==> config.mk <==
export PLATFORM = sky130hd
export DESIGN_NAME = sig_menu_ctrl
export DESIGN_NICKNAME = d
export VERILOG_FILES = /design/src/rtl/sig_menu_ctrl_pkg.sv /design/src/rtl/sig_menu_ctrl_wrap_cnt.sv /design/src/rtl/sig_menu_ctrl.sv
export SDC_FILE = /design/constraint.sdc
export NUM_CORES = 1
export LEC_CHECK = 0
export ABC_AREA = 1
export CELL_PAD_IN_SITES_DETAIL_PLACEMENT = 0
export CELL_PAD_IN_SITES_GLOBAL_PLACEMENT = 1
export CORE_ASPECT_RATIO = 0.8
export CORE_MARGIN = 5
export CORE_UTILIZATION = 45
export CTS_CLUSTER_SIZE = 30
export DETAILED_ROUTE_END_ITERATION = 10
export PLACE_DENSITY_LB_ADDON = 0.3
export SYNTH_ARGS = -nofsm -noshare
export SYNTH_HDL_FRONTEND = slang
export SYNTH_SLANG_ARGS = --single-unit
==> constraint.sdc <==
create_clock -name clk_50M -period 4.3 [get_ports clk_50M]
set_input_delay 0.43 -clock clk_50M [delete_from_list [all_inputs] [get_ports clk_50M]]
set_output_delay 0.43 -clock clk_50M [all_outputs]
set_load 0.05 [all_outputs]
==> src/rtl/sig_menu_ctrl_pkg.sv <==
// rtl/sig_menu_ctrl_pkg.sv - shared menu encodings, row indices and sizes
package sig_pkg;

    localparam int N_L1  = 3;
    localparam int N_SIG = 5;
    localparam int N_VAL = 4;

    localparam int ROW_WAVE  = 0;
    localparam int ROW_AMP   = 1;
    localparam int ROW_FRE   = 2;
    localparam int ROW_PHASE = 3;
    localparam int ROW_APPLY = 4;

    typedef enum logic [2:0] {
        S_TOP,
        S_SIG,
        S_OSI,
        S_LOA,
        S_COMMIT
    } state_t;

    // Submenu entered by confirm on a given top-level item
    function automatic state_t item_state(input logic [1:0] item);
        case (item)
            2'd0:    return S_SIG;
            2'd1:    return S_OSI;
            2'd2:    return S_LOA;
            default: return S_TOP;
        endcase
    endfunction

endpackage

==> src/rtl/sig_menu_ctrl_wrap_cnt.sv <==
// rtl/sig_menu_ctrl_wrap_cnt.sv - modulo-MAX up/down counter with synchronous load
module wrap_cnt #(
    parameter int MAX = 4,
    parameter int W   = $clog2(MAX)
) (
    input  logic         clk_50M,
    input  logic         rst_n,
    input  logic         inc,
    input  logic         dec,
    input  logic         ld,
    input  logic [W-1:0] ld_val,
    output logic [W-1:0] q
);

    always_ff @(posedge clk_50M or negedge rst_n) begin
        if (!rst_n) begin
            q <= '0;
        end else if (ld) begin
            q <= ld_val;
        end else if (inc) begin
            q <= (q == W'(MAX - 1)) ? '0 : q + 1'b1;
        end else if (dec) begin
            q <= (q == '0) ? W'(MAX - 1) : q - 1'b1;
        end
    end

endmodule

==> src/rtl/sig_menu_ctrl.sv <==
// rtl/sig_menu_ctrl.sv - menu sequencer with staged/committed waveform config and commit handshake
import sig_pkg::*;

module sig_menu_ctrl #(
    parameter int IDLE_TIMEOUT = 500_000_000,
    parameter int ACK_TIMEOUT  = 1024
) (
    input  logic       clk_50M,
    input  logic       rst_n,
    input  logic       btn_left,
    input  logic       btn_right,
    input  logic       btn_up,
    input  logic       btn_down,
    input  logic       btn_confirm,
    input  logic       btn_quit,
    input  logic       cfg_ack,
    output logic [1:0] cnt_level1,
    output logic       level,
    output logic [2:0] sel_sig,
    output logic [1:0] stg_wave,
    output logic [1:0] stg_amp,
    output logic [1:0] stg_fre,
    output logic [1:0] stg_phase,
    output logic [1:0] cfg_wave,
    output logic [1:0] cfg_amp,
    output logic [1:0] cfg_fre,
    output logic [1:0] cfg_phase,
    output logic       cfg_req,
    output logic       cfg_active,
    output logic       cfg_err
);

    localparam int L1_W   = $clog2(N_L1);
    localparam int SEL_W  = $clog2(N_SIG);
    localparam int VAL_W  = $clog2(N_VAL);
    localparam int IDLE_W = $clog2(IDLE_TIMEOUT);
    localparam int ACK_W  = $clog2(ACK_TIMEOUT);

    state_t                      state;
    logic [IDLE_W-1:0]           idle_cnt;
    logic [ACK_W-1:0]            ack_cnt;
    logic [3:0][VAL_W-1:0]       stg_q;
    logic [3:0][VAL_W-1:0]       cfg_q;

    logic any_btn, in_menu, idle_to, do_quit, in_sig;
    logic p_conf, p_ud, p_lr, lr_inc, lr_dec, ud_inc, ud_dec, commit_go;

    // One winner per cycle: quit > confirm > up/down > left/right; idle timeout acts as quit
    assign any_btn   = btn_left | btn_right | btn_up | btn_down | btn_confirm | btn_quit;
    assign in_menu   = (state == S_SIG) || (state == S_OSI) || (state == S_LOA);
    assign idle_to   = (idle_cnt == IDLE_W'(IDLE_TIMEOUT - 1));
    assign do_quit   = in_menu & (btn_quit | idle_to);
    assign in_sig    = (state == S_SIG) & ~do_quit;
    assign p_conf    = ~btn_quit & btn_confirm;
    assign p_ud      = ~btn_quit & ~btn_confirm & (btn_up | btn_down);
    assign p_lr      = ~btn_quit & ~btn_confirm & ~btn_up & ~btn_down & (btn_left | btn_right);
    assign lr_dec    = p_lr & btn_left;
    assign lr_inc    = p_lr & ~btn_left;
    assign ud_dec    = p_ud & btn_up;
    assign ud_inc    = p_ud & ~btn_up;
    assign commit_go = in_sig & p_conf & (sel_sig == SEL_W'(ROW_APPLY));

    wrap_cnt #(.MAX(N_L1)) u_level1 (
        .clk_50M (clk_50M),
        .rst_n   (rst_n),
        .inc     ((state == S_TOP) & lr_inc),
        .dec     ((state == S_TOP) & lr_dec),
        .ld      (1'b0),
        .ld_val  ({L1_W{1'b0}}),
        .q       (cnt_level1)
    );

    wrap_cnt #(.MAX(N_SIG)) u_sel (
        .clk_50M (clk_50M),
        .rst_n   (rst_n),
        .inc     (in_sig & ud_inc),
        .dec     (in_sig & ud_dec),
        .ld      (do_quit),
        .ld_val  ({SEL_W{1'b0}}),
        .q       (sel_sig)
    );

    // Leaving a menu reloads the staged rows from the committed set
    for (genvar r = 0; r < 4; r++) begin : g_stg
        logic row_hit;
        assign row_hit = (sel_sig == SEL_W'(r));
        wrap_cnt #(.MAX(N_VAL)) u_stg (
            .clk_50M (clk_50M),
            .rst_n   (rst_n),
            .inc     (in_sig & row_hit & lr_inc),
            .dec     (in_sig & row_hit & lr_dec),
            .ld      (do_quit),
            .ld_val  (cfg_q[r]),
            .q       (stg_q[r])
        );
    end

    always_ff @(posedge clk_50M or negedge rst_n) begin
        if (!rst_n) begin
            state      <= S_TOP;
            level      <= 1'b0;
            cfg_q      <= '0;
            cfg_req    <= 1'b0;
            cfg_active <= 1'b0;
            cfg_err    <= 1'b0;
            idle_cnt   <= '0;
            ack_cnt    <= '0;
        end else begin
            cfg_err  <= 1'b0;
            idle_cnt <= (any_btn || !in_menu || do_quit) ? '0 : idle_cnt + 1'b1;
            ack_cnt  <= (state == S_COMMIT) ? ack_cnt + 1'b1 : '0;
            case (state)
                S_TOP: begin
                    if (p_conf && item_state(cnt_level1) != S_TOP) begin
                        state <= item_state(cnt_level1);
                        level <= 1'b1;
                    end
                end
                S_SIG, S_OSI, S_LOA: begin
                    if (do_quit) begin
                        state <= S_TOP;
                        level <= 1'b0;
                    end else if (commit_go) begin
                        state   <= S_COMMIT;
                        cfg_q   <= stg_q;
                        cfg_req <= 1'b1;
                    end
                end
                S_COMMIT: begin
                    if (cfg_ack) begin
                        state      <= S_SIG;
                        cfg_req    <= 1'b0;
                        cfg_active <= 1'b1;
                    end else if (ack_cnt == ACK_W'(ACK_TIMEOUT - 1)) begin
                        state   <= S_SIG;
                        cfg_req <= 1'b0;
                        cfg_err <= 1'b1;
                    end
                end
                default: state <= S_TOP;
            endcase
        end
    end

    assign stg_wave  = stg_q[ROW_WAVE];
    assign stg_amp   = stg_q[ROW_AMP];
    assign stg_fre   = stg_q[ROW_FRE];
    assign stg_phase = stg_q[ROW_PHASE];
    assign cfg_wave  = cfg_q[ROW_WAVE];
    assign cfg_amp   = cfg_q[ROW_AMP];
    assign cfg_fre   = cfg_q[ROW_FRE];
    assign cfg_phase = cfg_q[ROW_PHASE];

endmodule

### After elaboration in Yosys (flattened, before gate mapping)

Cells that the tools add are included.

* input port bits: 9
* bits in registers: 67
* logic and storage cells: 174
* output and inout bits: 25

* muxes and demuxes: 50
* add/subtract/negate cells: 14
* reduce and logical (&&, ||, !) cells: 28
* eq/ne operators: 22
* bitwise gates (word level): 43

Operators with widths (count)
* two-way mux 2 bit: 24
* two-way mux 3 bit: 11
* bitwise AND 1 bit: 30
* adder 29 x 1 -> 29 bit, second input constant: 1
* == test 29 bit, second input constant: 1
* two-way mux 29 bit: 1
* nonzero test 3 bit: 6
* == test 3 x 2 -> 1 bit, second input constant: 4
* adder 10 x 1 -> 10 bit, second input constant: 1
* adder 2 x 1 -> 2 bit, second input constant: 5
* == test 10 bit, second input constant: 1
* == test 2 bit, second input constant: 5
* zero test 2 bit: 5
* two-way mux 10 bit: 1
* subtractor 2 x 1 -> 2 bit, second input constant: 5
* two-way mux 1 bit: 9
* case mux 3 bit (3 select lines): 1
* AND reduction 3 bit: 3
* bitwise OR 1 bit: 7
* == test 3 x 1 -> 1 bit, second input constant: 2
* == test 3 bit, second input constant: 2
* zero test 3 bit: 2
* != test 2 bit, second input constant: 3
* inverter 1 bit: 6
* 15 further kinds: 21

### Depth between registers and ports, before layout

Gate-level depths: netlist (run 1).

* depth in word-level cells: 11
* gate-level depth with buffers: 13
* gate-level depth less buffers: 13

### Modules after synthesis

A second synthesis (run 1) with hierarchy kept.

* cell total of the unflattened synthesis: 556
* area total of the unflattened synthesis: 4058.9 sq um

By module, submodules not included
* sig_menu_ctrl: sequential area each 1351.3 sq um, cells an instance 392, instances 1, area each 3051.7 sq um
* wrap_cnt (g_stg[0].u_stg ...): sequential area each 50.0 sq um, cells an instance 23, instances 4, area each 136.4 sq um
* wrap_cnt (u_sel): sequential area each 75.1 sq um, cells an instance 44, instances 1, area each 277.8 sq um
* wrap_cnt (u_level1): sequential area each 50.0 sq um, cells an instance 28, instances 1, area each 183.9 sq um

### Least setup slack after synthesis (run 1)

OpenSTA, ideal clock, no wires.

* path kind: flip-flop to flip-flop
* from: register u_sel.q[0]
* to: register cfg_req
* clock period less this slack: 2.005 ns
* required time: 4.213 ns
* setup slack: 2.295 ns
* arrival: 1.917 ns
* stages on the path, launching flop included: 9
* buffers on the path: 1
* setup time: 0.087 ns
* cell sequence: dfrtp_1 -> inv_1 -> ha_1 -> ha_1 -> inv_1 -> nor3_1 -> nand3_4 -> buf_4 -> a22oi_1

* cells in the longest elaborated chain, start to end: 4

RTL lines
* start: declaration: RTL line sig_menu_ctrl_wrap_cnt.sv:12 `output logic [W-1:0] q`
* start signal: assignment: RTL line sig_menu_ctrl_wrap_cnt.sv:19 `q <= ld_val;`
* start signal: assignment: RTL line sig_menu_ctrl_wrap_cnt.sv:21 `q <= (q == W'(MAX - 1)) ? '0 : q + 1'b1;`
* start signal: assignment: RTL line sig_menu_ctrl_wrap_cnt.sv:23 `q <= (q == '0) ? W'(MAX - 1) : q - 1'b1;`
* == test 3 bit: RTL line sig_menu_ctrl.sv:61 `assign commit_go = in_sig & p_conf & (sel_sig == SEL_W'(ROW_APPLY));`
* bitwise AND 1 bit: RTL line sig_menu_ctrl.sv:61
* != test 2 bit (no source line)
* AND reduction 4 bit (no source line)
* end signal: assignment: RTL line sig_menu_ctrl.sv:103 `cfg_req <= 1'b0;`
* end signal: assignment: RTL line sig_menu_ctrl.sv:126 `cfg_req <= 1'b1;`
* end signal: assignment: RTL line sig_menu_ctrl.sv:132 `cfg_req <= 1'b0;`
* end: declaration: RTL line sig_menu_ctrl.sv:28 `output logic cfg_req,`

Every way passes these cells.
A chain may end at the register's enable or synchronous reset.

### Worst setup path after layout (run 1)

* from: register u_sel.q[0]
* to: register state[1]

* cells in the longest elaborated chain, start to end: 4

RTL lines
* == test 3 bit: RTL line sig_menu_ctrl.sv:61
* bitwise AND 1 bit: RTL line sig_menu_ctrl.sv:61
* != test 3 bit (no source line)
* AND reduction 3 bit (no source line)
* end signal: assignment: RTL line sig_menu_ctrl.sv:115 `state <= item_state(cnt_level1);`
* end: declaration: RTL line sig_menu_ctrl.sv:39 `state_t state;`

Every way passes these cells.

==> results of run 1 <==
## metrics by stage
| step | area, um2 | cells | worst slack (ps) | hold slack (ps) |
|---|---|---|---|---|
| final | 4609 | 656 | 2205 | 291.6 |
| after global routing | 4609 | 656 | 2041 | 383.9 |
| after CTS | 4609 | 656 | 2196 | 327.8 |
| after detailed placement | 4409 | 642 | 2008 | 458.9 |
| after global placement | 4409 | 642 | 2078 | 452.1 |
| after floorplan | 3986 | 502 | 2295 | 134.4 |
## power breakdown
group	switching, W	internal (W)
clock	0.000240	0.000308
combinational	0.000305	0.000133
sequential	0.0000337	0.000661
## final cells by class
type	instances	share of cell area, %
clock buffers	12	3.583
inverters	81	6.705
repair buffers	34	7.220
multi-input cells	348	42.32
flip-flops and latches	67	36.37
well taps	112	3.040
clock inverters	2	0.7600
## state kept, by name (all words and copies together), names as in the netlist, 2 cells and up
name / flops
g_stg.u_stg.q: 8
u_sel.q: 3
cfg_wave: 2
cfg_fre: 2
state: 3
u_level1.q: 2
cfg_amp: 2
idle_cnt: 29
cfg_phase: 2
ack_cnt: 10
## logic make-up after synthesis
kind of cell / Yosys count
buf+inv: 87
fa+ha+maj: 22
flops: 67
xor+xnor: 9
compound gates: 61
simple gates: 256
## per-layer routing
layer	vias to the layer above	GRT usage (%)	wire length, um
met5	-	0	0
met4	0	4.399	75
li1	1691	-	-
met3	8	4.829	394
met1	1463	25.50	4573
met2	55	24.95	3476
## layout by cell type (no fill, tap or decap), drive strengths merged
cell type | Yosys | layout
ha | 22 | 22
nor2 | 87 | 87
dfrtp | 67 | 67
xor2 | 9 | 9
clkdlybuf4s50 | 0 | 32
clkinv | 0 | 1
nor3 | 18 | 18
bufinv | 0 | 1
inv | 81 | 81
clkbuf | 1 | 12
a22oi | 1 | 1
nand4 | 13 | 13
nand3 | 39 | 39
a211oi | 1 | 1
nand2 | 89 | 89
nor4 | 1 | 1
o21ai | 28 | 28
buf | 5 | 2
a31oi | 2 | 2
or2 | 6 | 6
o2111ai | 1 | 1
nor3b | 3 | 3
a21oi | 24 | 24
a311oi | 1 | 1
o31ai | 2 | 2
a31o | 1 | 1
## critical path, stage by stage (launching register included)
cell and delay (ps):
dfrtp_1 430, inv_1 140, ha_1 240, ha_1 190, inv_1 70, nor3_1 280, nand3_4 270, nand2_2 160
nand2_1 90, nand2_1 60, o21ai_1 50
## final timing paths
| path | cells after the start | slack (ps) | start | end |
|---|---|---|---|---|
| setup reg to reg | 10 | 2210 | u_sel.q[0] | state[1] |
| setup / recovery | 10 | 2210 | u_sel.q[0] | state[1] |
| hold / removal | 1 | 290 | rst_n | idle_cnt[27] |
| hold reg to reg | 1 | 460 | idle_cnt[0] | idle_cnt[0] |
| min in group clk_50M | 1 | 460 | idle_cnt[0] | idle_cnt[0] |
| max in group asynchronous | 2 | 3110 | rst_n | idle_cnt[18] |
==> implementation parameters, run 1 <==
Parameter                              Value

Timing
  Endpoints failing setup    0
  Transition time at the pin with the least slew margin    1084 ps
  Relative slew slack    27.71%
  Setup TNS Final    0 ps
  Period minus WS final    2095 ps
  Setup clock skew after layout    5.490 ps
  Slew Viols, Final    0
  Share of the clock period used by the worst path after layout    48.72%
  Unrepaired setup endpoints after global routing    false
  Final-report hold violation count    0
  Max Clk Rate    0.4774 GHz

CTS
  Clk Tree Root Cell    clkbuf_8
  PostCTS Resize Cnt    0
  Source-to-sink clock delay at the later pin of the worst-skew pair    350 ps
  Number of buffers added by the clock tree synthesis step    9
  Reg clk slew, reported paths    70 ps
  CTS max path bufs    2
  Number of sinks handled by clock tree synthesis    67
  Total of hold buffers inserted after clock tree synthesis    0
  Clock tree from TritonCTS    yes
  # H-tree levels    3
  Number of setup buffers added after CTS    0

Flow run
  Maximum capacitance violations    0

Placed design
  Port buffer count    33
  Gp weighted congestion    0.8622
  Post-DP HPWL    6309 um

Min path
  Type of the worst min-delay path    in -> async

Yosys
  Number of nets produced by synthesis    533
  Dominant combinational cell family by area after synthesis    simple AND/OR/NAND/NOR gates
  Library cell occupying the most area in the post-synthesis netlist    dfrtp_1
  Synth Area in Compound Gates    8.883%
  Fraction of the mapped netlist area in simple logic gates    31.17%
  Number of distinct library cells after synthesis    41
  Synth cell count leaders    nand2_1, nor2_1, inv_1
  Cell area after synthesis    0.003986 mm2
  Post-synthesis adder-cell area fraction    6.905%
  Sequential cell area fraction in the yosys report    42.06%
  Number of enable-type register cells in the synthesized netlist    0
  Flip-flop cell with the highest count after synthesis    dfrtp_1
  Flops & latches, synth    67
  Most frequent cell after synthesis    nand2_1
  Xor and xnor area share after synthesis    1.977%
  Total number of yosys warnings    0
  Post-synthesis async set-or-reset flop share    100.0%
  Cells taking the most area after synthesis    dfrtp_1, nand2_1, nor2_1
  Synthesized area per cell    7.941 um2
  Mapped Cells    502
  Post-synthesis mux area share    0%
  Area share of the largest cell type after synthesis    42.06%

Finish
  Layout overhead on the synthesized area    15.63%
  Diode count    0
  Final core area utilization    53.86%
  Reg area    0.001677 mm2
  Total of fill cells in the finished design    824
  Layout cell share with drive strength beyond 1    10.85%
  Final nets    572
  Area occupied by multi-input gates    0.001951 mm2

Die
  Initial Utilization    46.58%
  IO Pins    34
  Height of the die    94.18 um
  Area of the placeable core    0.008558 mm2
  Number of rows created at floorplan    30
  Die Outline Area    0.01085 mm2
  Width of the chip    115.2 um

Power
  Power Density    364.8 mW/mm2
  Total power after layout    0.001681 W
  Leakage power of the design    2.070 nW
  Maximum vdd drop    360.8 uV

Routing
  Average wire per cell in the routed design    12.99 um
  Post-route ant nets    0
  Via density    4.904
  Iteration-0 DRC Markers    119
  Via count    3217
  Total iterations of the first detailed-routing run    4
  Detailed-route DRC error count    0
  Wirelength, routed    8519 um

Setup path
  Crit Path Category    reg -> reg
  Data arrival at the endpoint of the critical path    2330 ps
  Max Fanout on Critical Path    19
  Critical path endpoint category    register
  Required time of the worst setup path    4540 ps
  Category of the worst setup path launch point    register

GRT
  Vias in the first global route    3127
  Total track usage    17.34%
  First-pass GRT wire length    14810 um
  Pin count of the biggest net entering global routing    46
  Antenna violations before repair    0
  GRT overflow    0

Outcome
  Run status    finished, final reports clean
Power figures use the tool's default switching activity.
==> run 2, diff against run 1 <==
- CORE_UTILIZATION: 45 -> 43
- clock period: 4.3 -> 2.2 ns (I/O delays scaled with it)
==> run 2 against run 1 <==
  * Fmax up 2.6%
  * Worst hold slack better by 160 ps
  * Final area up 3.4%
  * Critical endpoint unchanged
  * Non-clock buffer count up 5
  * Global-route usage down 1.0 points
  * Clock skew up 3.0 ps
  * First-iteration DRC count up 83%
  * Routed wire length up 0.86%
  * Highest routed layer unchanged
  * Setup slack worse by 2000 ps
  * Sequential share of layout area down 1.2 points
  * Combinational power up 93%
==> implementation parameters, run 2 (synthesized netlist as in run 1, its figures left out) <==
Parameter                              Value

Outcome
  Run status    finished, final reports clean

Placed design
  Post-DP HPWL    6229 um
  Port buffer count    33
  Dpl cell area    0.004456 mm2
  Gp weighted congestion    0.8540

CTS
  CTS max path bufs    2
  Reg clk slew, reported paths    60 ps
  Number of buffers added by the clock tree synthesis step    9
  Number of setup buffers added after CTS    0
  Number of sinks handled by clock tree synthesis    67
  Clock tree from TritonCTS    yes
  # H-tree levels    3
  Clk Tree Root Cell    clkbuf_16
  Source-to-sink clock delay at the later pin of the worst-skew pair    330 ps

Timing
  Final-report hold violation count    0
  Transition time at the pin with the least slew margin    519.5 ps
  Setup clock skew after layout    8.452 ps
  Period minus WS final    2041 ps
  Slew Viols, Final    0
  Relative slew slack    65.26%
  Endpoints failing setup    0
  Setup TNS Final    0 ps
  Unrepaired setup endpoints after global routing    false
  Max Clk Rate    0.4900 GHz
  Share of the clock period used by the worst path after layout    92.76%

Power
  Power Density    770.4 mW/mm2
  Leakage power of the design    2.140 nW
  Maximum vdd drop    552.9 uV
  Total power after layout    0.003673 W

Finish
  Final non-filler cell area    0.004768 mm2
  Flip-flop count of the largest register, all copies and words added    29
  Area occupied by multi-input gates    0.001951 mm2
  Register with the highest flop count    idle_cnt
  Leading cell types in the layout, fill and taps excluded    nand2_1, nor2_1, inv_1, dfrtp_1, nand3_1
  Final nets    577
  Diode count    0
  Reg area    0.001677 mm2
  Regs by FF count    idle_cnt x29, ack_cnt x10, g_stg.u_stg.q x8
  Layout overhead on the synthesized area    19.62%
  Most frequent standard cell in the layout excluding fill and tap cells    nand2_1
  Layout cell share with drive strength beyond 1    11.80%
  Total of fill cells in the finished design    865

GRT
  Vias in the first global route    3259
  Pin count of the biggest net entering global routing    68
  GRT overflow    0
  Total track usage    16.30%
  First-pass GRT wire length    15060 um
  Antenna violations before repair    0

Setup path
  Crit Path Category    reg -> reg
  Max Fanout on Critical Path    19
  Critical path endpoint category    register
  Category of the worst setup path launch point    register
  Start of the worst register-to-register path    u_sel.q[0]
  Required time of the worst setup path    2420 ps
  Data arrival at the endpoint of the critical path    2260 ps
  Source of the critical timing path    u_sel.q[0]

Die
  Die Outline Area    0.01131 mm2
  Height of the die    96.12 um
  Number of rows created at floorplan    31
  Width of the chip    117.7 um
  Area of the placeable core    0.009037 mm2
  Initial Utilization    44.11%
  IO Pins    34

Flow run
  Maximum capacitance violations    0

Routing
  Average wire per cell in the routed design    12.90 um
  Via count    3270
  Total iterations of the first detailed-routing run    4
  Iteration-0 DRC Markers    218
  Post-route ant nets    0
  Via density    4.910
  Detailed-route DRC error count    0
  Wirelength, routed    8592 um

Min path
  Type of the worst min-delay path    in -> async
run 2: cell types whose count changed in the layout (fill, tap and decap cells not counted), sizes merged:
cell	previous run	this run
buf	2	6
clkbuf	12	10
clkinvlp	0	2
clkinv	1	2
dlygate4sd3	0	1
inv	81	82
run 2: metrics by stage:
stage	hold slack [ps]	util, %	std cells	setup slack [ps]
detailed placement	273.6	49.30	649	183.6
global route	473.3	52.76	666	9.515
CTS	458.7	52.76	666	163.6
global placement	272.9	49.30	649	262.5
floorplan	-75.59	-	502	195.5
finish	455.6	52.76	666	159.2
run 2: final cells by class:
cell class	count	share of cell area, %
timing repair buffer	39	8.082
inverter	81	6.481
multi-input combinational	348	40.91
clock buffer	10	5.012
sequential	67	35.16
tap	115	3.018
clock inverter	6	1.338
run 2: timing repair:
item / in CTS / in global routing
gates resized for setup: 0 / 0
endpoints found under the hold margin: 67 / 0
hold buffers: 1 / 0
run 2: final timing paths:
kind                          endpoint  slack (ps)  depth (start not counted)
max                           state[1]         160                         10
min in group clk_50M        ack_cnt[0]         460                          1
min                        idle_cnt[4]         460                          3
max reg2reg                   state[1]         160                         10
max in group asynchronous   u_sel.q[1]        1450                          3
min reg2reg                 ack_cnt[0]         460                          1
run 2: critical path, cell delays in order, from the launching register on:
cell     delay [ps]
dfrtp_1         430
inv_1           150
ha_1            230
ha_1            190
inv_1            70
nor3_1          280
nand3_4         250
nand2_2         120
nand2_1          80
nand2_1          60
o21ai_1          60
run 2: metal layers:
layer	global-route usage (%)	wire (um)	vias up
li1	-	-	1705
met4	5.158	108	0
met5	0	0	-
met3	4.348	301	10
met2	25.71	3705	41
met1	22.06	4477	1514
run 2: power breakdown:
part	switching, W	internal (W)	total, W
clock	0.000559	0.000908	0.00147
combinational	0.000581	0.000267	0.000849
sequential	0.0000646	0.00129	0.00136
==> run 3, diff against run 2 <==
- CORE_UTILIZATION: 43 -> 48
- DONT_BUFFER_PORTS: not set -> 1
==> run 3 against run 2 <==
  * Clock power decreased by 25%
  * Total power decreased by 11%
  * Fmax increased by 4.1%
  * Sequential cell count unchanged
  * Combinational power decreased by 10%
  * First-iteration DRC count increased by 9.6%
  * Sequential power increased by 3%
  * Routed wire length decreased by 2.5%
  * Register-to-register slack improved by 80 ps
  * Critical path type unchanged
==> implementation parameters, run 3 (synthesized netlist as in run 1, its figures left out) <==
Parameter                              Value

Finish
  Area occupied by multi-input gates    0.001951 mm2
  Diode count    0
  Register with the highest flop count    idle_cnt
  Final nets    555
  Layout overhead on the synthesized area    11.17%
  Flip-flop count of the largest register, all copies and words added    29
  Leading cell types in the layout, fill and taps excluded    nand2_1, nor2_1, inv_1, dfrtp_1, nand3_1
  Reg area    0.001677 mm2
  Layout cell share with drive strength beyond 1    13.80%
  Total of fill cells in the finished design    760
  Most frequent standard cell in the layout excluding fill and tap cells    nand2_1
  Count of non-filler cells in the finished layout    637
  Regs by FF count    idle_cnt x29, ack_cnt x10, g_stg.u_stg.q x8

CTS
  Clk Tree Root Cell    clkbuf_8
  Number of sinks handled by clock tree synthesis    67
  Number of buffers added by the clock tree synthesis step    9
  Reg clk slew, reported paths    70 ps
  CTS max path bufs    2
  Clock tree from TritonCTS    yes
  Total of hold buffers inserted after clock tree synthesis    3
  Number of setup buffers added after CTS    0
  # H-tree levels    3
  PostCTS Resize Cnt    0
  Source-to-sink clock delay at the later pin of the worst-skew pair    350 ps

Timing
  Unrepaired setup endpoints after global routing    false
  Endpoints failing setup    0
  Final-report hold violation count    0
  Period minus WS final    1961 ps
  Transition time at the pin with the least slew margin    560.0 ps
  Max Clk Rate    0.5099 GHz
  Slew Viols, Final    0
  Relative slew slack    62.67%
  Setup clock skew after layout    10.44 ps
  Setup TNS Final    0 ps
  Share of the clock period used by the worst path after layout    89.15%

Power
  Power Density    735.9 mW/mm2
  Leakage power of the design    2.047 nW
  Maximum vdd drop    574.5 uV

Die
  IO Pins    34
  Die Outline Area    0.01024 mm2
  Area of the placeable core    0.008019 mm2
  Width of the chip    111.9 um
  Height of the die    91.51 um
  Initial Utilization    49.71%
  Number of rows created at floorplan    29

Setup path
  Buffers plus inverters on the worst setup path    2
  Crit Path Category    reg -> reg
  Highest cell delay on the worst timing path    370 ps
  Required time of the worst setup path    2440 ps
  Critical path endpoint category    register
  Crit path max-delay family    simple AND/OR/NAND/NOR gates
  Data arrival at the endpoint of the critical path    2200 ps
  Category of the worst setup path launch point    register
  Max Fanout on Critical Path    19
  Critical path's slowest cell    dfrtp_1
  CP Cell Sequence    inv_1 -> ha_1 -> ha_1 -> inv_1 -> nor3_1 -> nand3_4 -> nand2_2 -> nand2_1 -> nand2_1 -> o21ai_1

Placed design
  Number of cells in the design after placement    618
  Gp weighted congestion    0.8448
  Post-DP HPWL    6260 um
  Port buffer count    0

Routing
  Iteration-0 DRC Markers    239
  Via count    3228
  Detailed-route DRC error count    0
  Post-route ant nets    0
  Total iterations of the first detailed-routing run    4
  Wirelength, routed    8381 um
  Via density    5.068
  Average wire per cell in the routed design    13.16 um

Flow run
  Maximum capacitance violations    0

Outcome
  Run status    finished, final reports clean

GRT
  Pin count of the biggest net entering global routing    68
  Antenna violations before repair    0
  First-pass GRT wire length    15110 um
  Total track usage    17.84%
  Vias in the first global route    3174
  GRT overflow    0

Min path
  Type of the worst min-delay path    in -> reg
## run 3: routing by layer
metal  track usage [%]  part of all wire [%]
met2             24.75                    40
met3             6.113                   6.9
met5                 0                     0
met1             26.56                    52
met4             4.255                  0.80
## run 3: final cells by class
type	count	share of cell area [%]
Clock inverter	6	1.807
Clock buffer	10	2.880
Inverter	81	6.973
Tap cell	108	3.049
Multi-Input combinational cell	348	44.01
Timing Repair Buffer	17	3.444
Sequential cell	67	37.83
## run 3: final timing paths
| kind | start | end | slack, ps | depth (start not counted) |
|---|---|---|---|---|
| worst max-delay path | u_sel.q[0] | state[1] | 240 | 10 |
| worst min-delay path | cfg_ack | cfg_active | 40 | 1 |
| worst max register to register | u_sel.q[0] | state[1] | 240 | 10 |
| worst min register to register | idle_cnt[0] | idle_cnt[0] | 450 | 1 |
| max in group asynchronous | rst_n | ack_cnt[8] | 1510 | 2 |
| min in group asynchronous | rst_n | cfg_phase[1] | 410 | 2 |
## run 3: per-stage QoR
stage | power (W) | setup slack (ps) | area (um2) | util [%] | hold WS, ps
2_1_floorplan | 0.001989 | 195.5 | 3986 | - | -75.59
4_1_cts | 0.003304 | 222.9 | 4432 | 55.27 | 21.05
3_5_place_dp | 0.002148 | 243.1 | 4177 | 52.08 | -72.43
5_1_grt | 0.003462 | 62.77 | 4432 | 55.27 | 29.06
6_report | 0.003261 | 238.8 | 4432 | 55.27 | 38.69
3_3_place_gp | 0.002145 | 278.7 | 4177 | 52.08 | -72.42
## run 3: power by group
group          switching (W)  internal, W  total [W]  leakage [nW]
registers           0.000106      0.00129    0.00140         0.921
clock network       0.000471     0.000630    0.00110         0.110
logic               0.000538     0.000225   0.000763          1.02
